File: src/rtl/muldiv_pkg.sv
// Shared encodings and constants for the RV32M multiply/divide unit.
package muldiv_pkg;

    // funct3 encodings of the RV32M instructions
    localparam logic [2:0] F3_MUL    = 3'b000;
    localparam logic [2:0] F3_MULH   = 3'b001;
    localparam logic [2:0] F3_MULHSU = 3'b010;
    localparam logic [2:0] F3_MULHU  = 3'b011;
    localparam logic [2:0] F3_DIV    = 3'b100;
    localparam logic [2:0] F3_DIVU   = 3'b101;
    localparam logic [2:0] F3_REM    = 3'b110;
    localparam logic [2:0] F3_REMU   = 3'b111;

    localparam logic [31:0] DIV0_QUOT = 32'hFFFF_FFFF;
    localparam logic [31:0] INT_MIN   = 32'h8000_0000;
    localparam logic [4:0]  ITER_LAST = 5'd31;

    typedef enum logic [1:0] {
        S_IDLE,
        S_BUSY,
        S_FIX,
        S_DONE
    } state_t;

    // Magnitude of an optionally signed operand; -INT_MIN stays 0x80000000 read as unsigned 2^31.
    function automatic logic [31:0] abs_mag(input logic [31:0] v, input logic is_signed);
        return (is_signed && v[31]) ? (32'd0 - v) : v;
    endfunction

endpackage

File: src/rtl/muldiv_iter_core.sv
// One-bit-per-cycle datapath: shift-add multiply or restoring divide on unsigned magnitudes.
// Multiply: o_hi:o_lo = i_op * i_init_lo. Divide: o_lo = i_init_lo / i_op, o_hi = remainder.
module muldiv_iter_core (
    input  logic        i_clk,
    input  logic        i_rst,
    input  logic        i_load,
    input  logic        i_step,
    input  logic        i_is_div,
    input  logic [31:0] i_op,
    input  logic [31:0] i_init_lo,
    output logic [31:0] o_hi,
    output logic [31:0] o_lo
);

    logic [31:0] r_hi;
    logic [31:0] r_lo;
    logic [31:0] r_op;

    logic [32:0] w_sum;
    logic [32:0] w_shift;
    logic        w_ge;
    logic [31:0] w_sub;

    // Per-step arithmetic for both iteration flavours
    always_comb begin
        w_sum   = {1'b0, r_hi} + (r_lo[0] ? {1'b0, r_op} : 33'd0);
        w_shift = {r_hi, r_lo[31]};
        w_ge    = (w_shift >= {1'b0, r_op});
        // True difference is below the divisor when w_ge holds, so the 32-bit wrap is exact
        w_sub   = w_shift[31:0] - r_op;
    end

    // Operand load on issue, one iteration per enabled cycle
    always_ff @(posedge i_clk) begin
        if (i_rst) begin
            r_hi <= '0;
            r_lo <= '0;
            r_op <= '0;
        end else if (i_load) begin
            r_hi <= '0;
            r_lo <= i_init_lo;
            r_op <= i_op;
        end else if (i_step) begin
            if (i_is_div) begin
                r_hi <= w_ge ? w_sub : w_shift[31:0];
                r_lo <= {r_lo[30:0], w_ge};
            end else begin
                r_hi <= w_sum[32:1];
                r_lo <= {w_sum[0], r_lo[31:1]};
            end
        end
    end

    assign o_hi = r_hi;
    assign o_lo = r_lo;

endmodule

File: src/rtl/muldiv_unit.sv
// RV32M multiply/divide execute unit with issue and writeback valid/ready handshakes.
// Optional MULDIV_FAST_MUL_EN: multiplies use a single combinational multiplier and skip BUSY.
module muldiv_unit
    import muldiv_pkg::*;
#(
    parameter int unsigned XLEN   = 32,
    parameter int unsigned ADDR_W = 5
) (
    input  logic              iClk,
    input  logic              iRst,
    input  logic              iValid,
    output logic              oReady,
    input  logic [2:0]        iFunct3,
    input  logic [XLEN-1:0]   iRs1Data,
    input  logic [XLEN-1:0]   iRs2Data,
    input  logic [ADDR_W-1:0] iRdAddr,
    input  logic              iKill,
    output logic              oValid,
    input  logic              iWbReady,
    output logic [ADDR_W-1:0] oRdAddr,
    output logic [XLEN-1:0]   oWriteData
);

    state_t              r_state;
    state_t              w_state_next;
    logic [4:0]          r_cnt;
    logic [2:0]          r_f3;
    logic [ADDR_W-1:0]   r_rd;
    logic                r_neg_main;
    logic                r_neg_rem;
    logic                r_use_fast;
    logic [31:0]         r_fast_val;
    logic [31:0]         r_wdata;

    logic        w_accept;
    logic        w_is_div;
    logic        w_sgn_a;
    logic        w_sgn_b;
    logic [31:0] w_mag_a;
    logic [31:0] w_mag_b;
    logic        w_div0;
    logic        w_ovf;
    logic        w_fast;
    logic [31:0] w_fast_val;
    logic        w_fast_mul;
    logic [31:0] w_fast_mul_val;
    logic [31:0] w_core_hi;
    logic [31:0] w_core_lo;
    logic [63:0] w_prod;
    logic [31:0] w_quot;
    logic [31:0] w_rem;
    logic [31:0] w_result;

    // Issue-side decode: operand signedness, magnitudes and special cases
    always_comb begin
        w_accept = (r_state == S_IDLE) && iValid && !iKill;
        w_is_div = iFunct3[2];
        w_sgn_a  = (iFunct3 == F3_MULH) || (iFunct3 == F3_MULHSU) ||
                   (iFunct3 == F3_DIV)  || (iFunct3 == F3_REM);
        w_sgn_b  = (iFunct3 == F3_MULH) || (iFunct3 == F3_DIV) || (iFunct3 == F3_REM);
        w_mag_a  = abs_mag(iRs1Data, w_sgn_a);
        w_mag_b  = abs_mag(iRs2Data, w_sgn_b);
        w_div0   = w_is_div && (iRs2Data == 32'd0);
        w_ovf    = ((iFunct3 == F3_DIV) || (iFunct3 == F3_REM)) &&
                   (iRs1Data == INT_MIN) && (iRs2Data == 32'hFFFF_FFFF);
    end

`ifdef MULDIV_FAST_MUL_EN
    logic [63:0] w_fm_a;
    logic [63:0] w_fm_b;
    logic [63:0] w_fm_p;
    // 33-bit signed operands sign-extended; the low 64 product bits are exact
    always_comb begin
        w_fm_a         = {{32{w_sgn_a & iRs1Data[31]}}, iRs1Data};
        w_fm_b         = {{32{w_sgn_b & iRs2Data[31]}}, iRs2Data};
        w_fm_p         = w_fm_a * w_fm_b;
        w_fast_mul     = !w_is_div;
        w_fast_mul_val = (iFunct3 == F3_MUL) ? w_fm_p[31:0] : w_fm_p[63:32];
    end
`else
    assign w_fast_mul     = 1'b0;
    assign w_fast_mul_val = 32'd0;
`endif

    // Results that bypass the iterative datapath
    always_comb begin
        w_fast = w_div0 || w_ovf || w_fast_mul;
        if (w_fast_mul) begin
            w_fast_val = w_fast_mul_val;
        end else if (w_div0) begin
            w_fast_val = iFunct3[1] ? iRs1Data : DIV0_QUOT;
        end else begin
            w_fast_val = iFunct3[1] ? 32'd0 : INT_MIN;
        end
    end

    muldiv_iter_core u_core (
        .i_clk     (iClk),
        .i_rst     (iRst),
        .i_load    (w_accept),
        .i_step    (r_state == S_BUSY),
        .i_is_div  (w_is_div ? 1'b1 : 1'b0),
        .i_op      (w_is_div ? w_mag_b : w_mag_a),
        .i_init_lo (w_is_div ? w_mag_a : w_mag_b),
        .o_hi      (w_core_hi),
        .o_lo      (w_core_lo)
    );

    // Sign correction and result selection, consumed in FIX
    always_comb begin
        w_prod = {w_core_hi, w_core_lo};
        if (r_neg_main) begin
            w_prod = 64'd0 - w_prod;
        end
        w_quot = r_neg_main ? (32'd0 - w_core_lo) : w_core_lo;
        w_rem  = r_neg_rem  ? (32'd0 - w_core_hi) : w_core_hi;
        if (r_use_fast) begin
            w_result = r_fast_val;
        end else if (r_f3[2]) begin
            w_result = r_f3[1] ? w_rem : w_quot;
        end else begin
            w_result = (r_f3 == F3_MUL) ? w_prod[31:0] : w_prod[63:32];
        end
    end

    // Next-state logic and handshake outputs; kill overrides everything
    always_comb begin
        w_state_next = r_state;
        unique case (r_state)
            S_IDLE: if (iValid) w_state_next = w_fast ? S_FIX : S_BUSY;
            S_BUSY: if (r_cnt == ITER_LAST) w_state_next = S_FIX;
            S_FIX:  w_state_next = S_DONE;
            S_DONE: if (iWbReady) w_state_next = S_IDLE;
            default: w_state_next = S_IDLE;
        endcase
        if (iKill) begin
            w_state_next = S_IDLE;
        end
        oReady = (r_state == S_IDLE);
        oValid = (r_state == S_DONE) && !iKill;
    end

    // State register
    always_ff @(posedge iClk) begin
        if (iRst) begin
            r_state <= S_IDLE;
        end else begin
            r_state <= w_state_next;
        end
    end

    // Issue latch, iteration counter and result register
    always_ff @(posedge iClk) begin
        if (iRst) begin
            r_cnt      <= '0;
            r_f3       <= '0;
            r_rd       <= '0;
            r_neg_main <= 1'b0;
            r_neg_rem  <= 1'b0;
            r_use_fast <= 1'b0;
            r_fast_val <= '0;
            r_wdata    <= '0;
        end else begin
            if (w_accept) begin
                r_cnt      <= '0;
                r_f3       <= iFunct3;
                r_rd       <= iRdAddr;
                r_neg_main <= (w_sgn_a & iRs1Data[31]) ^ (w_sgn_b & iRs2Data[31]);
                r_neg_rem  <= w_sgn_a & iRs1Data[31];
                r_use_fast <= w_fast;
                r_fast_val <= w_fast_val;
            end else if (r_state == S_BUSY) begin
                r_cnt <= r_cnt + 5'd1;
            end
            if ((r_state == S_FIX) && !iKill) begin
                r_wdata <= w_result;
            end
        end
    end

    assign oRdAddr    = r_rd;
    assign oWriteData = r_wdata;

endmodule

File: config.mk
export PLATFORM = sky130hd
export DESIGN_NAME = muldiv_unit
export DESIGN_NICKNAME = d
export VERILOG_FILES = /design/src/rtl/muldiv_pkg.sv /design/src/rtl/muldiv_iter_core.sv /design/src/rtl/muldiv_unit.sv
export SDC_FILE = /design/constraint.sdc
export NUM_CORES = 1
export LEC_CHECK = 0
export ABC_CLOCK_PERIOD_IN_PS = 10400
export CORE_UTILIZATION = 30
export DETAILED_ROUTE_END_ITERATION = 12
export GPL_TIMING_DRIVEN = 0
export HOLD_SLACK_MARGIN = 0.03
export PLACE_DENSITY = 0.52
export SLEW_MARGIN = 20
export SYNTH_ARGS = -nofsm -noshare
export SYNTH_HDL_FRONTEND = slang
export SYNTH_SLANG_ARGS = --single-unit
File: constraint.sdc
create_clock -name iClk -period 10.4 [get_ports iClk]
set_clock_uncertainty 0.2 [all_clocks]
set_input_delay 1.04 -clock iClk [delete_from_list [all_inputs] [get_ports iClk]]
set_output_delay 1.04 -clock iClk [all_outputs]
set_load 0.005 [all_outputs]
==> flow_summary.yaml <==
global_route:
  grtUsageMet3_pct: 6.13
  grt_ovf: 0
  busiest_layer: "met2"
  global_route_wire_length_before_repair_um: 119000
  met2_grt_util_pct: 46.1
  grt_util_all_layers_pct: 30.2
  grt_max_degree: 19
  first_global_vias: 17500
  grt_antenna_before_repair: 1
  gr_util_met1_pct: 39.9
floorplan:
  die_area_um2: 54200
  die-width_um: 233
  core.rowCount: 84
  die_y_um: 233
  core_region_area_um2: 52600
  io_pins: 116
  initial_core_util_pct: 30.4
setup_path:
  crit_path_frequent_cell: "a21oi_1"
  rr_worst_depth: 13
  regToRegStartpoint: "u_core.o_lo[0]"
  worstPathCellList: "inv_1 -> clkbuf_1 -> nor2_1 -> ha_1 -> a21oi_1 -> a2bb2oi_1 -> a21oi_1 -> a21oi_1 -> o22ai_1 -> o41ai_1 -> o21ai_0 -> xnor2_1 -> a211oi_1"
  critPathArrivalTime_ns: 5.16
  end_kind: "register"
  critical_path.top_delay_family: "compound AO/OA/AOI/OAI gates"
  timing.critical_path.depth: 13
  setup.worst_path.start: "u_core.o_lo[0]"
  timing.rr.end: "u_core.o_hi[27]"
  setup.worst_path.end: "u_core.o_hi[27]"
  worst_ep_required_time_ns: 10.63
  crit_fanout: 10
  critical_path_buf_inv_count: 2
  worst_path_largest_cell_delay_ns: 0.71
  timing.reg2reg.setup_slack_ns: 5.46
  critical_path.startpoint_type: "register"
  crit_path_top_delay_cell: "o41ai_1"
  timing.setup.critical_path_class: "register to register"
synth:
  yosys_warnings: 0
  synth_sequential_area_ratio_pct: 22.3
  mappedNetlistNets: 2393
  syn-cell-area_um2: 16000
  synthesized_area_fraction_occupied_by_ao_oa_aoi_and_oai_cells_pct: 28.2
  count_of_mapped_cells_out_of_synthesis: 2239
  adder_cell_area_share_of_the_yosys_netlist_pct: 6.12
  yosys-mux-area-fraction_pct: 2.64
  post_synth_xor_area_fraction_pct: 10.6
  avgSynthCellArea_um2: 7.14
  synth_top_family_by_area: "compound AO/OA/AOI/OAI gates"
  number_of_enable_type_register_cells_in_the_synthesized_netlist: 0
  synth_cell_types: 83
  postSynth.asyncResetShare_pct: 0
  post_synthesis_sequential_element_count: 178
  post_synth_and_or_nand_nor_area_fraction_pct: 24.5
  ys.flop_type: "dfxtp_1"
layout:
  layout_common_cells: "246 x nand2_1, 238 x nor2_1, 191 x a21oi_1"
  layout-drive-gt1-share_pct: 3.65
  nets: 2526
  final_common_cell: "nand2_1"
  layoutNonFillerInstCount: 3074
  layout-area-overhead-vs-synth_pct: 16.1
placement:
  numPortBuffers: 114
  dpl.cell_count: 3041
  hpwl_um: 66400
  place_congestion: 0.990
routing:
  drc_errors: 0
  route.vias.total: 18600
  drt_pass1_iterations: 8
  antenna_violating_nets_post_route: 0
  routed_wire_length_per_instance_um: 26.9
  avgViaCountPerCell: 6.06
  drt_first_iter_violations: 1941
  routed_wirelength_um: 82600
timing:
  timing_worst_slew_pin_value_ns: 1.13
  setup_viol_count_final: 0
  max_freq_mhz: 203
  report.final.slew_viol_count: 0
  setup_repair_after_global_routing_missed_its_margin: "false"
  timing.final.crit_share_pct: 47.5
  setup-tns-final_ns: 0
  maxSlewHeadroom_pct: 24.9
  finalHoldViolations: 0
  finalCriticalPeriod_ns: 4.94
clock_network:
  cts_num_sinks: 178
  cts_hold_repair.buffers: 0
  numCtsBuffers: 17
  reg_clk_slew_reported_paths_ns: 0.08
  cts_max_level: 4
  max-clock-path-buffers: 2
  clock_latency_ns: 0.50
  clock_tree_root_driver_cell: "clkbuf_16"
  cts_post_setup_buffers_inserted: 0
  tritoncts: "yes"
  ctsResizeCount: 0
worst_hold_path:
  holdCritPathClass: "register to register"
  hold_depth: 2
status:
  result_of_the_run: "finished, final reports clean"
power:
  total_leakage_power_nw: 6.52
  irDropWorstVdd_mv: 0.151
  power.density_cell_area_nw_per_um2: 133
job:
  max_cap_violations: 0
## state kept, by name, indices dropped and copies added, names as in the netlist
register / cells
oWriteData: 32
r_fast_val: 32
u_core.o_hi: 32
u_core.o_lo: 32
u_core.r_op: 32
oRdAddr: 5
r_cnt: 5
r_f3: 3
r_state: 2
r_neg_main: 1
r_neg_rem: 1
r_use_fast: 1
## cell usage after synthesis, drive strengths merged, types with 5 or more instances
master	n	area share, %
buf	21	0.63
a21o	25	1.2
nand4	27	1.1
o41ai	15	0.96
nor2b	41	1.6
o21a	9	0.42
o211ai	49	2.3
a211o	6	0.33
nor3b	5	0.27
o311ai	8	0.44
or4	21	1.1
o31ai	43	2.0
a31oi	27	1.1
a221oi	17	0.93
nor3	68	2.1
nand4b	5	0.27
a211oi	37	1.8
and3	17	0.67
o31a	5	0.27
a2111oi	5	0.31
o22ai	7	0.27
o21bai	7	0.33
or2	7	0.27
mux2	11	0.77
xor2	87	4.8
mux2i	23	1.4
ha	75	5.9
inv	69	1.6
o21ai	178	5.6
o221ai	20	1.1
nor4	23	1.0
clkbuf	141	3.3
a21oi	191	6.0
or3	33	1.3
a21boi	8	0.38
a311oi	7	0.38
and2	10	0.39
nor2	238	5.6
nand3b	12	0.56
xnor2	106	5.8
nand2	247	5.8
dfxtp	178	22
nand3	40	1.3
nand2b	19	0.74
## area by class of cell
type                    instances  area [um2]
repair buffers                114        1140
inverters                      71         267
flip-flops and latches        178        3560
clock inverters                14         145
clock buffers                  18         429
multi-input cells            1828       11500
diodes                          1        2.50
plain buffers                 162         631
fillers                      5655       34000
well taps                     688         861
## per-stage QoR
step	total power [mW]	instance area, um2	hold WS [ns]	setup slack [ns]	util [%]
floorplan	1.39	16000	0.217	6.87	-
global placement	1.78	18000	0.239	5.45	34.2
detailed placement	1.77	18000	0.243	5.50	34.2
CTS	2.44	18600	0.259	5.50	35.3
global route	2.56	18600	0.277	5.23	35.3
finish	2.47	18600	0.258	5.46	35.3
## cell families after synthesis
logic type / Yosys count
simple gates: 819
compound gates: 702
flops: 178
xor+xnor: 193
fa+ha+maj: 77
buf+inv: 233
mux: 37
## worst register-to-register path, delay by kind of cell (launching register included)
| kind | cells | cell delay (ns) |
|---|---|---|
| AO/OA/AOI/OAI | 8 | 2.76 |
| buffers and inverters | 2 | 0.81 |
| flip-flops | 1 | 0.45 |
| adder cells (fa/ha/maj) | 1 | 0.35 |
| XOR/XNOR | 1 | 0.16 |
| AND/OR/NAND/NOR | 1 | 0.12 |
## how the worst min path moves through the flow
stage | startpoint | endpoint | slack (ns)
after floorplan | r_fast_val[18] | r_fast_val[18] | 0.22
after global placement | r_fast_val[0] | r_fast_val[0] | 0.24
after global routing | oWriteData[16] | oWriteData[16] | 0.28
final | u_core.r_op[17] | u_core.r_op[17] | 0.26
after CTS | oWriteData[16] | oWriteData[16] | 0.26
after detailed placement | r_fast_val[0] | r_fast_val[0] | 0.24
## routing by layer
metal / vias to the layer above / share of wire (%) / routed length, um
met5: - / 0 / 0
met1: 9014 / 43 / 35200
met4: 0 / 5.4 / 4460
met3: 200 / 8.8 / 7250
li1: 8406 / - / -
met2: 1018 / 43 / 35700
## report_power, final
part           total (mW)  internal (mW)  switching [mW]  leakage, nW
logic                1.03          0.349           0.685         4.80
registers           0.762          0.713          0.0487         1.45
clock network       0.669          0.317           0.352        0.271
total                2.47           1.38            1.09         6.52
Power figures use the tool's default switching activity.
